## src/rtl/comp_1bit_bist.sv

```systemverilog
// comp_1bit_bist: self-test sequencer for a 1-bit l/e/g comparator.
// It steps {a,b} through 00,01,10,11. Each vector is held for SETTLE_CYCLES
// before l/e/g are sampled and compared against the expected result.
// It then reports an error count and a pass flag.
//
// Ports:
//   clk, rst        rising-edge clock, synchronous active-high reset
//   start           begin a sweep (honoured only while idle or done)
//   l, e, g         comparator outputs under test
//   a, b            registered stimulus to the comparator
//   busy            sweep in progress
//   done, pass      sweep finished; pass=1 iff err_count==0
//   err_count       number of failing vectors (0..4)
//   fail_valid, fail_vec, fail_lge
//                   first-failure capture, present only when
//                   COMP_BIST_CAPTURE_EN is defined
module comp_1bit_bist #(
  parameter int unsigned SETTLE_CYCLES = 2
) (
  input  logic       clk,
  input  logic       rst,
  input  logic       start,
  input  logic       l,
  input  logic       e,
  input  logic       g,
  output logic       a,
  output logic       b,
  output logic       busy,
  output logic       done,
  output logic       pass,
  output logic [2:0] err_count
`ifdef COMP_BIST_CAPTURE_EN
  ,
  output logic       fail_valid,
  output logic [1:0] fail_vec,
  output logic [2:0] fail_lge
`endif
);

  localparam int unsigned CNT_W = 8;
  localparam int unsigned ERR_W = 3;
  localparam int unsigned VEC_W = 2;
  localparam int unsigned LGE_W = 3;

  typedef enum logic [1:0] {IDLE, SETTLE, CHECK, DONE} state_e;

  state_e             state_q, state_d;
  logic [VEC_W-1:0]   idx_q, idx_d;
  logic [CNT_W-1:0]   cnt_q, cnt_d;
  logic [VEC_W-1:0]   ab_q, ab_d;
  logic               busy_q, busy_d;
  logic               done_q, done_d;
  logic               pass_q, pass_d;
  logic [ERR_W-1:0]   err_q, err_d;
  logic               chk_vld_q, chk_vld_d;
  logic [VEC_W-1:0]   chk_vec_q, chk_vec_d;
  logic [LGE_W-1:0]   chk_lge_q, chk_lge_d;
  logic               accept;
  logic               mism;
`ifdef COMP_BIST_CAPTURE_EN
  logic               fv_q, fv_d;
  logic [VEC_W-1:0]   fvec_q, fvec_d;
  logic [LGE_W-1:0]   flge_q, flge_d;
`endif

  // Expected {l,e,g} for stimulus {a,b}
  function automatic logic [LGE_W-1:0] exp_lge(input logic [VEC_W-1:0] v);
    exp_lge = {~v[1] & v[0], ~(v[1] ^ v[0]), v[1] & ~v[0]};
  endfunction

  // Next-state and output logic
  always_comb begin
    state_d   = state_q;
    idx_d     = idx_q;
    cnt_d     = cnt_q;
    ab_d      = idx_q;  // stimulus trails the index by one cycle
    chk_vld_d = 1'b0;
    chk_vec_d = chk_vec_q;
    chk_lge_d = chk_lge_q;
    accept    = start && ((state_q == IDLE) || (state_q == DONE));

    // Compare runs one cycle after the sample so err_count trails CHECK by an edge
    mism  = chk_vld_q && (chk_lge_q != exp_lge(chk_vec_q));
    err_d = err_q + ERR_W'(mism);
`ifdef COMP_BIST_CAPTURE_EN
    fv_d   = fv_q;
    fvec_d = fvec_q;
    flge_d = flge_q;
    if (mism && !fv_q) begin
      fv_d   = 1'b1;
      fvec_d = chk_vec_q;
      flge_d = chk_lge_q;
    end
`endif

    unique case (state_q)
      IDLE, DONE: begin
        if (start) begin
          state_d = SETTLE;
          idx_d   = '0;
          cnt_d   = CNT_W'(SETTLE_CYCLES);
        end
      end
      SETTLE: begin
        // <=1 also keeps an illegal zero setting from wrapping the counter
        if (cnt_q <= CNT_W'(1)) state_d = CHECK;
        else                    cnt_d   = cnt_q - CNT_W'(1);
      end
      CHECK: begin
        chk_vld_d = 1'b1;
        chk_vec_d = idx_q;
        chk_lge_d = {l, e, g};
        if (idx_q != VEC_W'(3)) begin
          idx_d   = idx_q + VEC_W'(1);
          cnt_d   = CNT_W'(SETTLE_CYCLES);
          state_d = SETTLE;
        end else begin
          state_d = DONE;
        end
      end
      default: state_d = IDLE;
    endcase

    if (accept) begin
      err_d     = '0;
      chk_vld_d = 1'b0;
`ifdef COMP_BIST_CAPTURE_EN
      fv_d   = 1'b0;
      fvec_d = '0;
      flge_d = '0;
`endif
    end

    busy_d = (state_q == SETTLE) || (state_q == CHECK);
    done_d = (state_q == DONE) && !accept;
    pass_d = done_d && (err_d == '0);
  end

  // State and output registers
  always_ff @(posedge clk) begin
    if (rst) begin
      state_q   <= IDLE;
      idx_q     <= '0;
      cnt_q     <= '0;
      ab_q      <= '0;
      busy_q    <= 1'b0;
      done_q    <= 1'b0;
      pass_q    <= 1'b0;
      err_q     <= '0;
      chk_vld_q <= 1'b0;
      chk_vec_q <= '0;
      chk_lge_q <= '0;
`ifdef COMP_BIST_CAPTURE_EN
      fv_q      <= 1'b0;
      fvec_q    <= '0;
      flge_q    <= '0;
`endif
    end else begin
      state_q   <= state_d;
      idx_q     <= idx_d;
      cnt_q     <= cnt_d;
      ab_q      <= ab_d;
      busy_q    <= busy_d;
      done_q    <= done_d;
      pass_q    <= pass_d;
      err_q     <= err_d;
      chk_vld_q <= chk_vld_d;
      chk_vec_q <= chk_vec_d;
      chk_lge_q <= chk_lge_d;
`ifdef COMP_BIST_CAPTURE_EN
      fv_q      <= fv_d;
      fvec_q    <= fvec_d;
      flge_q    <= flge_d;
`endif
    end
  end

  assign a         = ab_q[1];
  assign b         = ab_q[0];
  assign busy      = busy_q;
  assign done      = done_q;
  assign pass      = pass_q;
  assign err_count = err_q;
`ifdef COMP_BIST_CAPTURE_EN
  assign fail_valid = fv_q;
  assign fail_vec   = fvec_q;
  assign fail_lge   = flge_q;
`endif

endmodule

```

## config.mk

```make
export PLATFORM = sky130hd
export DESIGN_NAME = comp_1bit_bist
export DESIGN_NICKNAME = d
export VERILOG_FILES = /design/src/rtl/comp_1bit_bist.sv
export SDC_FILE = /design/constraint.sdc
export NUM_CORES = 1
export LEC_CHECK = 0
export BUFFER_PORTS_ARGS = -buffer_cell sky130_fd_sc_hd__buf_2
export CAP_MARGIN = 15
export CELL_PAD_IN_SITES_DETAIL_PLACEMENT = 0
export CELL_PAD_IN_SITES_GLOBAL_PLACEMENT = 2
export CORE_ASPECT_RATIO = 1.2
export CORE_MARGIN = 2
export CORE_UTILIZATION = 38
export DETAILED_ROUTE_END_ITERATION = 10
export PLACE_DENSITY_LB_ADDON = 0.1
export SYNTH_ARGS = -nofsm -noshare
export SYNTH_HDL_FRONTEND = slang
export SYNTH_SLANG_ARGS = --single-unit
```

## constraint.sdc

```tcl
create_clock -name clk -period 3.1 [get_ports clk]
set_clock_uncertainty 0.2 [all_clocks]
set_input_delay 0.155 -clock clk [delete_from_list [all_inputs] [get_ports clk]]
set_output_delay 0.155 -clock clk [all_outputs]
set_load 0.1 [all_outputs]
```

==> run metrics, run 1 <==
beginning of the worst hold path rst; post-placement worst setup slack about 0.79 ns; switching share of power 0.3995; sum of routed wire length over all layers approximately 2400 um; Cell Pwr Density about 870 nW/um^2; post-synthesis to final-layout area growth 12.95%; Top FF cell, synth dfxtp_1; global-route wire length before repair about 4100 um; sum of buffers and inverters on the critical path 1; Pleak between 0.6 and 0.7 nW; most used standard cell by instance count after synthesis dfxtp_1; post-synthesis cell type with the largest combined area dfxtp_1; slew at the pin with the worst max-slew slack between 0.8 and 0.9 ns; length in cells of the worst reg-to-reg path 6; crit path launch type register; Clock Sinks 26; number of endpoints failing setup at the final stage 0; Detail Route Antenna Nets 0; most area-consuming cells after synthesis dfxtp_1 41%, ha_1 11%, mux2i_1 5.5%, nor2_1 4.4%, a21oi_1 3.9%; Largest stage delay, worst path 0.62 ns; clock-pin slew reported for the worst setup and hold paths after clock tree synthesis around 0.080 ns; distinct cell type count of the synthesized netlist 31; reg2reg end cnt_q[3]; vias after detailed routing between 900 and 1000; portion of the post-synthesis area used by sequential elements 0.4082; leading cell types by count after synthesis 26 x dfxtp_1, 15 x nor2_1, 11 x ha_1; total global routing overflow 0; total count of hold-check failures in the final report 0; via count of the first global-routing pass 926; sequence of cells on the critical path inv_1 > ha_1 > nand2b_1 > nand3_1 > or4_2 > a21oi_1; final total negative setup slack 0 ns; die span in y ~67 um; Num CTS Buffers 3; final-report max-slew violation count 0; clock tree buffer depth 2; crit share post-route 0.7577; Final #Nets 170; pin count of the biggest net entering global routing 18; P_sw roughly 0.50 mW; # DRC 0; CTS root buffer clkbuf_8; First-pass DRT Iterations 4; Iteration-0 DRC Markers 20; die area approximately 3800 sq um; sequential fraction of design power 0.365; family with the most delay on the worst path simple AND/OR/NAND/NOR gates; internal power summed over all cells 0.7495 mW; data required time of the worst path approximately 3.1 ns; Critical Path End Type register; hold path depth 2; share of the synthesized area in the top cell type 0.4082; fin worst setup slack between 0.7 and 0.8 ns; FP Rows 23; Post-Synthesis Cell Area 1275 sq um; I/O Pins 14; count of flip-flops with a built-in enable after synthesis 0; status finished, final reports clean; H-Tree Level Count 1; Placer Congestion 0.7148; vias per std cell between 5 and 6; worst slew slack as a fraction of its limit 0.4616; number of synthesized register bits 26; destination of the worst hold path busy; Reg-to-Reg Start state_q[0]; buffers added on ports 13; average wire per cell in the routed design 12.77 um; final core occ 0.4390; maximum fanout count along the critical path 10; class of the tightest hold or removal check in2reg; Arr. time, crit path 2.35 ns; post_cts resized 0; placed wire-length estimate ~1800 um; effective utilization at floorplan 0.3886; unrepaired setup endpoints after global routing no; initial antenna violation count 0; reg-to-reg slack, setup approximately 0.75 ns; max_cap viols 0; min cycle time layout 2.349 ns; share of power burned in combinational logic 0.488; achievable frequency 425.7 MHz; number of antenna diodes 0; Avg Cell Area, Syn around 9.4 sq um; critical path type reg2reg; clock latency at the later pin of the worst-skew pair 0.26 ns; count of mapped cells out of synthesis between 100 and 150; TritonCTS clock tree built; share of post-route cells with drive strength above 1 0.1523; global-route usage over all layers 0.1408; standard cell with the maximum stage delay on the critical path or4_2; Power, Total 1.248 mW; fraction of registers with async set/reset 0; count of synthesis-stage warnings from yosys 0; area of the placeable core about 3300 sq um; Peak supply drop ~470 uV; die span in x between 50 and 60 um; fraction of power consumed by the clock network 0.147; nets in the synthesized netlist between 150 and 200
-- registers in the layout (all words and copies together), names as in the netlist --
name / flops
busy: 1
ab_q: 2
chk_lge_q: 3
pass: 1
cnt_q: 8
state_q: 2
ab_d: 2
chk_vec_q: 2
chk_vld_q: 1
done: 1
err_count: 3
-- layout make-up --
cell class / instances / area, sq um
repair buffers: 16 / 95.09
well taps: 37 / 46.29
clock buffers: 3 / 41.29
multi-input cells: 99 / 710.7
fillers: 344 / 1841
flip-flops and latches: 26 / 520.5
inverters: 7 / 26.28
-- per-stage QoR --
step           std cells  area [sq um]  hold WS [ns]
2_1_floorplan        136          1275        0.1022
3_3_place_gp         182          1369        0.1952
3_5_place_dp         182          1369        0.2063
4_1_cts              188          1440       0.05799
5_1_grt              188          1440       0.08569
6_report             188          1440       0.05631
-- metal layers --
| metal | wire length, um | vias up | global-route usage |
|---|---|---|---|
| met5 | 0 | - | 0 |
| met4 | 25 | 0 | 0.03488 |
| met3 | 68 | 5 | 0.02299 |
| met2 | 1233 | 12 | 0.2762 |
| met1 | 1073 | 449 | 0.1579 |
| li1 | - | 509 | - |
-- cell usage in the layout (no fill, tap or decap), drive strengths merged --
cell and instances:
dfxtp 26, nor2 15, buf 13, ha 11
a21oi 10, inv 7, and2 7, mux2i 7
o21ai 7, or3 7, nand2 5, xor2 4
o31ai 4, nor2b 3, nor4 3, nand3 3
clkbuf 3, dlygate4sd3 3, nand2b 2, nand4 2
o31a 1, nand4b 1, a21o 1, or4 1
a41oi 1, nand3b 1, a311oi 1, mux2 1
o32ai 1
-- power by group through the flow --
| stage | Clock, mW | Sequential, mW | Combinational [mW] |
|---|---|---|---|
| 3_3_place_gp | 0 | 0.462 | 0.611 |
| 3_5_place_dp | 0 | 0.464 | 0.614 |
| 6_report | 0.184 | 0.456 | 0.609 |
| 5_1_grt | 0.204 | 0.467 | 0.688 |
| 2_1_floorplan | 0 | 0.491 | 0.469 |
| 4_1_cts | 0.190 | 0.457 | 0.621 |
-- logic make-up (layout without fill, tap and decap cells) --
group	after synthesis	count (layout)	synth area share
simple gates	50	50	0.2208
compound gates	26	26	0.1344
flops	26	26	0.4082
fa+ha+maj	11	11	0.1079
buf+inv	11	26	0.03435
mux	8	8	0.06673
xor+xnor	4	4	0.02748
-- what timing repair did --
item	in CTS	in global routing
hold endpoints to repair	3	0
hold buffers	3	0
endpoints found under the setup margin	0	0
setup buffers	0	0
-- worst max path at each step --
stage,from,to,slack [ns],cells after the start
6_report,state_q[0],cnt_q[3],0.75,6
5_1_grt,state_q[0],cnt_q[3],0.59,6
4_1_cts,state_q[0],cnt_q[3],0.76,6
3_5_place_dp,state_q[0],cnt_q[3],0.79,6
3_3_place_gp,state_q[0],cnt_q[3],0.84,6
2_1_floorplan,chk_vec_q[0],pass,0.96,10
No activity file was read; power rests on OpenSTA's default activity.
==> run 2, diff against run 1 <==
--- a/config.mk
+++ b/config.mk
@@ -11,7 +11,7 @@
 export CELL_PAD_IN_SITES_GLOBAL_PLACEMENT = 2
 export CORE_ASPECT_RATIO = 1.2
 export CORE_MARGIN = 2
-export CORE_UTILIZATION = 38
+export CORE_UTILIZATION = 35
 export DETAILED_ROUTE_END_ITERATION = 10
 export PLACE_DENSITY_LB_ADDON = 0.1
 export SYNTH_ARGS = -nofsm -noshare
==> constraint.sdc (replaced) <==
create_clock -name clk -period 2.23 [get_ports clk]
set_clock_uncertainty 0.2 [all_clocks]
set_input_delay 0.1115 -clock clk [delete_from_list [all_inputs] [get_ports clk]]
set_output_delay 0.1115 -clock clk [all_outputs]
set_load 0.1 [all_outputs]
==> run metrics, run 2 (synthesized netlist as in run 1, its figures left out) <==
CTS root buffer clkbuf_8; fill count 362; Global Route met2 Usage 0.2420; die area 4143 sq um; flip-flop count of the largest register after layout 8; global-route wire length before repair between 4000 and 5000 um; total count of hold-check failures in the final report 0; initial antenna violation count 0; vias after detailed routing roughly 1000; family with the most delay on the worst path adder cells; register ranked first by flip-flop count cnt_q; H-Tree Level Count 1; maximum fanout count along the critical path 3; standard cell with the maximum stage delay on the critical path dfxtp_2; Placer Congestion 0.7853; highest-utilization routing layer at the global route stage met2; min cycle time layout between 2 and 2.5 ns; placed cell areas around 1400 sq um; unrepaired setup endpoints after global routing yes; number of antenna diodes 0; Largest stage delay, worst path ~0.35 ns; I/O Pins 14; Peak supply drop roughly 460 uV; Pleak approximately 0.65 nW; average wire per cell in the routed design 12.78 um; global-route usage over all layers 0.1361; TritonCTS clock tree built; crit share post-route 0.9495; status finished, final reports clean; Cell Pwr Density roughly 1200 nW/um^2; share of post-route cells with drive strength above 1 0.2152; First-pass DRT Iterations 4; clock-pin slew reported for the worst setup and hold paths after clock tree synthesis ~0.09 ns; die span in y ~70 um; post-route cell area approximately 1500 sq um; class of the tightest hold or removal check in2reg; crit path launch type register; Arr. time, crit path approximately 2.1 ns; Iteration-0 DRC Markers 36; final-report max-slew violation count 0; Num CTS Buffers 3; most common cell after layout, fill and taps aside dfxtp_1; data required time of the worst path 2.23 ns; sum of routed wire length over all layers 2517 um; final core occ 0.4202; clock latency at the later pin of the worst-skew pair 0.26 ns; area of the placeable core between 3000 and 4000 sq um; clock tree buffer depth 2; highest-count cells in the layout ignoring fill and taps 23 x dfxtp_1, 15 x nor2_1, 13 x buf_2; post-synthesis to final-layout area growth 17.76%; die span in x slightly below 60 um; number of endpoints failing setup at the final stage 0; pin count of the biggest net entering global routing 18; max_cap viols 0; buffers added on ports 13; via count of the first global-routing pass 989; total global routing overflow 0; Detail Route Antenna Nets 0; placed wire-length estimate between 1500 and 2000 um; # DRC 0; slew at the pin with the worst max-slew slack about 0.49 ns; FP Rows 24; sequence of cells on the critical path inv_1 > ha_1 > xor2_1 > o31a_1 > ha_2 > ha_1 > xor2_1 > o21ai_1 > nand2_1 > nor2_1; Final #Nets 177; Clock Sinks 26; effective utilization at floorplan 0.3568; sum of buffers and inverters on the critical path 1; met3 track demand over resource in global routing 0.01667; Critical Path End Type register; M1 GR Usage 0.1674; vias per std cell between 5 and 6; worst slew slack as a fraction of its limit 0.6767; critical path type reg2reg; achievable frequency between 400 and 500 MHz
==> run 2: cell types whose count changed in the layout (fill, tap and decap cells not counted), sizes merged <==
cell | previous run | this run
buf | 13 | 20
==> run 2: power by group <==
group          internal [mW]  leakage (nW)  switching (mW)
Clock                  0.121        0.0216           0.139
Combinational          0.433         0.418           0.490
Sequential             0.552         0.212          0.0844
==> run 2: layout make-up <==
type / instances / area, sq um / share of cell area
Clock buffer: 3 / 41.29 / 0.02750
Inverter: 7 / 26.28 / 0.01750
Multi-Input combinational cell: 99 / 713.2 / 0.4750
Sequential cell: 26 / 524.3 / 0.3492
Tap cell: 39 / 48.80 / 0.03250
Timing Repair Buffer: 23 / 147.6 / 0.09833
==> run 2: stage by stage <==
stage	power [mW]	worst slack (ns)	hold WS, ns	std cells	TNS (ns)
finish	1.818	0.1126	0.008255	197	0
global route	1.993	-0.007349	0.04468	197	-0.007349
CTS	1.851	0.01083	0.004953	197	0
detailed placement	1.576	0.02304	0.1532	191	0
global placement	1.569	0.06672	0.1450	191	0
floorplan	1.335	0.08803	0.05873	136	0
==> run 2: per-layer routing <==
layer / routed length, um / vias to the layer above / share of wire
met5: 0 / - / 0
met4: 13 / 0 / 0.0052
met3: 52 / 2 / 0.021
met2: 1343 / 10 / 0.53
met1: 1108 / 468 / 0.44
li1: - / 518 / -
==> run 2: worst paths after layout <==
check | slack (ns) | startpoint | cells after the start | endpoint
max reg2reg | 0.11 | chk_vec_q[0] | 10 | pass
min | 0.008 | rst | 2 | busy
max | 0.11 | chk_vec_q[0] | 10 | pass
min reg2reg | 0.31 | ab_d[1] | 1 | ab_q[1]
==> run 2: timing repair <==
| item | 4_1_cts | 5_1_grt |
|---|---|---|
| hold buffers | 3 | 0 |
| pin swaps | 0 | 4 |
| hold endpoints to repair | 3 | 0 |
| endpoints found under the setup margin | 1 | 4 |
| gates resized for setup | 1 | 4 |
| setup buffers | 0 | 0 |
